`src/rtl/decoder_onehot_seq_if.sv`:
```
// rtl/decoder_onehot_seq_if.sv - select/control inputs and one-hot outputs of decoder_onehot_seq
interface decoder_onehot_seq_if #(
  parameter int SEL_W = 3
) ();
  localparam int N = 1 << SEL_W;

  logic [SEL_W-1:0] sel;
  logic             En;
  logic [1:0]       mode;
  logic             load;
  logic             step;
  logic [N-1:0]     y;
  logic [SEL_W-1:0] idx;
  logic             valid;

  modport master (
    output sel, En, mode, load, step,
    input  y, idx, valid
  );

  modport slave (
    input  sel, En, mode, load, step,
    output y, idx, valid
  );
endinterface

```
`src/rtl/decoder_onehot_seq.sv`:
```
// rtl/decoder_onehot_seq.sv - registered one-hot decoder with level, pulse and ring modes
module decoder_onehot_seq #(
  parameter int SEL_W = 3
) (
  input logic                  clk,
  input logic                  rst_n,
  decoder_onehot_seq_if.slave  bus
);
  localparam int N = 1 << SEL_W;
  localparam logic [N-1:0] ONE = {{(N-1){1'b0}}, 1'b1};

  typedef enum logic [1:0] {
    M_DECODE = 2'b00,
    M_PULSE  = 2'b01,
    M_RING   = 2'b10,
    M_RSVD   = 2'b11
  } mode_t;

  typedef enum logic {
    ARMED = 1'b0,
    FIRED = 1'b1
  } pulse_t;

  pulse_t      state;
  logic        en_q;
  logic [1:0]  mode_q;

  always_ff @(posedge clk or negedge rst_n) begin
    if (!rst_n) begin
      bus.y     <= '0;
      bus.idx   <= '0;
      bus.valid <= 1'b0;
      en_q      <= 1'b0;
      mode_q    <= M_DECODE;
      state     <= ARMED;
    end else begin
      en_q   <= bus.En;
      mode_q <= bus.mode;
      // A mode switch blanks y for one cycle so no stale select leaks into the new mode.
      if (bus.mode != mode_q || !bus.En) begin
        bus.y     <= '0;
        bus.valid <= 1'b0;
        state     <= ARMED;
      end else begin
        case (mode_t'(bus.mode))
          M_DECODE: begin
            bus.y     <= ONE << bus.sel;
            bus.idx   <= bus.sel;
            bus.valid <= 1'b1;
            state     <= ARMED;
          end
          M_PULSE: begin
            if (state == ARMED && !en_q) begin
              bus.y     <= ONE << bus.sel;
              bus.idx   <= bus.sel;
              bus.valid <= 1'b1;
              state     <= FIRED;
            end else begin
              bus.y     <= '0;
              bus.valid <= 1'b0;
            end
          end
          M_RING: begin
            state <= ARMED;
            if (bus.load) begin
              bus.y     <= ONE << bus.sel;
              bus.idx   <= bus.sel;
              bus.valid <= 1'b1;
            end else if (bus.step && bus.valid) begin
              // An empty ring stays empty; only a load can seed it.
              bus.y   <= {bus.y[N-2:0], bus.y[N-1]};
              bus.idx <= bus.idx + SEL_W'(1);
            end
          end
          default: begin
            bus.y     <= '0;
            bus.valid <= 1'b0;
            state     <= ARMED;
          end
        endcase
      end
    end
  end
endmodule
```
`src/flat_wrapper.sv`:
```
// flat-port wrapper written by rule: the top's interface ports become plain ports
module decoder_onehot_seq_flat 
#(
  parameter int SEL_W = 3
)
  (clk, rst_n, bus_sel, bus_En, bus_mode, bus_load, bus_step, bus_y, bus_idx, bus_valid);
  decoder_onehot_seq_if #(.SEL_W(SEL_W)) bus_i ();
  input logic clk;
  input logic rst_n;
  input wire logic [$bits(bus_i.sel)-1:0] bus_sel;
  input wire logic [$bits(bus_i.En)-1:0] bus_En;
  input wire logic [$bits(bus_i.mode)-1:0] bus_mode;
  input wire logic [$bits(bus_i.load)-1:0] bus_load;
  input wire logic [$bits(bus_i.step)-1:0] bus_step;
  output wire logic [$bits(bus_i.y)-1:0] bus_y;
  output wire logic [$bits(bus_i.idx)-1:0] bus_idx;
  output wire logic [$bits(bus_i.valid)-1:0] bus_valid;
  assign bus_i.sel = bus_sel;
  assign bus_i.En = bus_En;
  assign bus_i.mode = bus_mode;
  assign bus_i.load = bus_load;
  assign bus_i.step = bus_step;
  assign bus_y = bus_i.y;
  assign bus_idx = bus_i.idx;
  assign bus_valid = bus_i.valid;
  decoder_onehot_seq #(.SEL_W(SEL_W)) u_core (.clk(clk), .rst_n(rst_n), .bus(bus_i));
endmodule
```
`config.mk`:
```
export PLATFORM = sky130hd
export DESIGN_NAME = decoder_onehot_seq_flat
export DESIGN_NICKNAME = d
export VERILOG_FILES = /design/src/rtl/decoder_onehot_seq_if.sv /design/src/rtl/decoder_onehot_seq.sv /design/src/flat_wrapper.sv
export SDC_FILE = /design/constraint.sdc
export NUM_CORES = 1
export LEC_CHECK = 0
export BUFFER_PORTS_ARGS = -buffer_cell sky130_fd_sc_hd__clkbuf_2
export CAP_MARGIN = 10
export CORE_MARGIN = 2
export CORE_UTILIZATION = 55
export DETAILED_ROUTE_END_ITERATION = 6
export PLACE_DENSITY = 0.88
export SYNTH_ARGS = -nofsm -noshare
export SYNTH_HDL_FRONTEND = slang
export SYNTH_SLANG_ARGS = --single-unit
```
`constraint.sdc`:
```
create_clock -name clk -period 2.1 [get_ports clk]
set_input_delay 0.21 -clock clk [delete_from_list [all_inputs] [get_ports clk]]
set_output_delay 0.21 -clock clk [all_outputs]
set_load 0.03 [all_outputs]
```
==> key figures <==
Place
  – Pre-CTS setup slack: 0.496 ns
  – Post-detail-place hpwl: 1560 um
  – PortBufs: 21
  – Area after DPL: 1020 sq um
  – Routability cong.: 0.863
  – Cells after DPL: 132

Detailed routing
  – 1st-pass router iterations: 5
  – Detail-routed net length per standard cell: 15.8 um
  – Final ANT Viol Nets: 0
  – Detailed-route wire length: 2170 um
  – Detailed-route via count: 885
  – Drc violations: 0
  – Initial drt markers: 47
  – Per-cell via count in the routed design: 6.46

Run status
  – Status: completed

Floorplanning
  – Area inside the core boundary: 1540 sq um
  – Horizontal die dimension: 45 um
  – Ports placed on the boundary: 22
  – Total number of placement rows: 14
  – Starting Density: 60.0%
  – Die height: 45 um
  – Area of the die: 2030 sq um

Setup path
  – Reg2reg path depth: 4
  – Slowest cell on crit path: sky130_fd_sc_hd__or4_1
  – Worst path required time: 2.33 ns
  – Launching element type of the critical path: flip-flop
  – Maximum single-stage delay on the critical path: 0.50 ns
  – Critical Setup Path Class: flip-flop to flip-flop
  – Crit. Startpoint: u_core.mode_q[0]
  – Arrival time worst endpoint: 1.77 ns
  – Highest net fanout along the worst path: 6
  – Register-to-register setup slack: 0.55 ns
  – Capture point of the worst reg-to-reg path: u_core.bus.idx[0]
  – Endpoint kind of the worst setup timing path: flip-flop
  – Startpoint of the lowest-slack register-to-register path: u_core.mode_q[0]
  – Ordered list of cells on the worst path: nor3b_1, a22oi_2, or4_1, nand3_1

Clock network
  – Number of resized instances in the post-cts repair step: 0
  – H-tree level count: 1
  – Max Root-Sink Buffers: 2
  – Number of buffers added for setup after CTS: 0
  – Clock Tree Root: sky130_fd_sc_hd__clkbuf_4
  – Number of buffers inserted for hold repair after clock tree synthesis: 1
  – TritonCTS clock tree: yes
  – Number of buffers inserted during clock tree synthesis: 3
  – Clock latency on the worst-skew pair: 0.29 ns
  – CTS Sinks: 16
  – Clock slew seen by the registers of the worst setup and hold paths: 0.09 ns

Finish
  – Proportion of layout cells with a drive suffix above 1: 25.6%
  – Inserted Diodes: 0
  – Final cell count without fillers: 137
  – # nets final: 133
  – Layout overhead on the synthesized area: 15.8%
  – Final std cell area, no fill: 1070 sq um

Timing
  – PnR worst setup slack: 0.552 ns
  – Least-Margin Pin Slew: 0.554 ns
  – Setup TNS: 0 ns
  – RSZ-0062 raised after global routing: no
  – Final worst-path cycle share: 73.7%
  – Setup-failing EPs final: 0
  – Worst Clk Skew: 0.00956 ns
  – Hold violation count in the final report: 0
  – FMAX: 646 MHz
  – Max_slew headroom: 62.8%
  – Crit path time final: 1.55 ns
  – Final count of pins violating max slew: 0

Synth
  – Total nets after synthesis: 111
  – Fraction of registers with async set or reset after synthesis: 100%
  – Gate count of the mapped netlist: 100
  – Total of flip-flops plus latches after synthesis: 16
  – Most used flip-flop cell after synthesis: sky130_fd_sc_hd__dfrtp_1
  – Syn Area/Cell: 9.25 sq um
  – Syn Std Cell Area: 925 sq um
  – Seq/Total Area, Yosys: 43.3%
  – Cell variety after synth: 35
  – Number of warnings reported in the yosys synthesis log: 0
  – Number of enable-type register cells in the synthesized netlist: 0

Hold path
  – Type of the most critical hold path: primary input to flip-flop
  – Hold Path End: u_core.en_q
  – Worst Min Path Start: bus_En
  – Number of cells traversed by the worst hold path: 1

GRT
  – Congestion Overflow GR: 0
  – Overall track demand over capacity in global routing: 24.8%
  – Largest net degree at the start of global routing: 17
  – First-pass GRT wire length: 3720 um
  – Number of global-route vias before repair: 845
  – Initial antenna violation count: 0

Pwr
  – Maximum vdd ir drop: 0.425 mV
  – Static power due to leakage: 0.482 nW
  – Final Total Pwr: 0.000723 W
  – Ratio of total power to cell area: 675 nW/um^2

Job
  – Number of max-capacitance violations reported: 0
-- how the worst max path moves through the flow --
stage | to | cells past startpoint
CTS | u_core.bus.idx[0] | 4
detailed placement | u_core.bus.y[6] | 5
global route | u_core.bus.idx[0] | 4
floorplan | u_core.bus.idx[0] | 4
global placement | u_core.bus.y[6] | 5
finish | u_core.bus.idx[0] | 4
-- synthesized netlist by cell type (2+ instances only) --
master,n,area (sq um)
sky130_fd_sc_hd__nor3_1,2,10.0
sky130_fd_sc_hd__o21ai_0,8,40.0
sky130_fd_sc_hd__xnor2_1,2,17.5
sky130_fd_sc_hd__a2bb2oi_1,2,17.5
sky130_fd_sc_hd__a21oi_1,6,30.0
sky130_fd_sc_hd__nand2_1,12,45.0
sky130_fd_sc_hd__nor3b_1,3,22.5
sky130_fd_sc_hd__buf_2,2,10.0
sky130_fd_sc_hd__inv_1,3,11.3
sky130_fd_sc_hd__clkbuf_1,3,11.3
sky130_fd_sc_hd__a22o_1,7,61.3
sky130_fd_sc_hd__nand2b_1,4,25.0
sky130_fd_sc_hd__nand3_1,4,20.0
sky130_fd_sc_hd__dfrtp_1,16,400
sky130_fd_sc_hd__nor2_1,5,18.8
sky130_fd_sc_hd__a32o_1,2,20.0
-- metrics by stage --
| stage | hold slack [ns] | util, % |
|---|---|---|
| after floorplan | -0.0856 | - |
| after global placement | 0.150 | 66.5 |
| after detailed placement | 0.158 | 66.5 |
| after CTS | 0.0858 | 69.5 |
| after global routing | 0.0826 | 69.5 |
| final | 0.0907 | 69.5 |
-- registers in the layout, indices dropped and copies added (netlist names) --
register,cells
u_core.bus.valid,1
u_core.en_q,1
u_core.state,1
u_core.mode_q,2
u_core.bus.y,8
u_core.bus.idx,3
-- cell usage in the layout, fill, tap and decap left out, types with 2 or more instances in the layout --
cell / count
sky130_fd_sc_hd__nor2_1: 5
sky130_fd_sc_hd__dfrtp_1: 16
sky130_fd_sc_hd__nand3_1: 4
sky130_fd_sc_hd__clkbuf_4: 3
sky130_fd_sc_hd__nand2b_1: 4
sky130_fd_sc_hd__a32o_1: 2
sky130_fd_sc_hd__nor3b_1: 3
sky130_fd_sc_hd__a22o_1: 7
sky130_fd_sc_hd__clkbuf_2: 21
sky130_fd_sc_hd__a21oi_1: 6
sky130_fd_sc_hd__a2bb2oi_1: 2
sky130_fd_sc_hd__xnor2_1: 2
sky130_fd_sc_hd__nor3_1: 2
sky130_fd_sc_hd__nand2_1: 12
sky130_fd_sc_hd__o21ai_0: 8
sky130_fd_sc_hd__inv_1: 3
-- cells by family (layout without fill, tap and decap cells) --
family / Yosys count / after routing / synth area share [%]
flip-flops: 16 / 16 / 43.3
buffers and inverters: 9 / 30 / 4.74
AND/OR/NAND/NOR: 39 / 39 / 23.5
XOR/XNOR: 2 / 2 / 1.89
adder cells (fa/ha/maj): 1 / 1 / 1.35
AO/OA/AOI/OAI: 33 / 33 / 25.2
-- worst max-delay path: cells and delay by family (launching register included) --
kind	cells	cell delay [ns]
DFF	1	0.41
AOI/OAI and AO/OA	1	0.18
and+or+nand+nor	3	0.90
-- per-layer routing --
layer | vias to the layer above | part of all wire [%] | track usage, %
met5 | - | 0 | 0
met1 | 431 | 44 | 34.6
met2 | 43 | 49 | 40.0
met4 | 0 | 1.1 | 7.06
li1 | 407 | - | -
met3 | 4 | 6.0 | 3.60
-- area by class of cell --
cell class / instances / area [sq um]
Timing Repair Buffer: 23 / 123
Sequential cell: 16 / 400
Clock buffer: 4 / 36.3
Fill cell: 122 / 470
Inverter: 3 / 11.3
Tap cell: 16 / 20.0
Multi-Input combinational cell: 75 / 480
-- power by group --
group          switching (W)  total, W  internal [W]
Clock              0.0000992  0.000205      0.000106
Sequential         0.0000184  0.000349      0.000330
Combinational       0.000111  0.000169     0.0000581
Total               0.000229  0.000723      0.000494
Power figures use the tool's default switching activity.
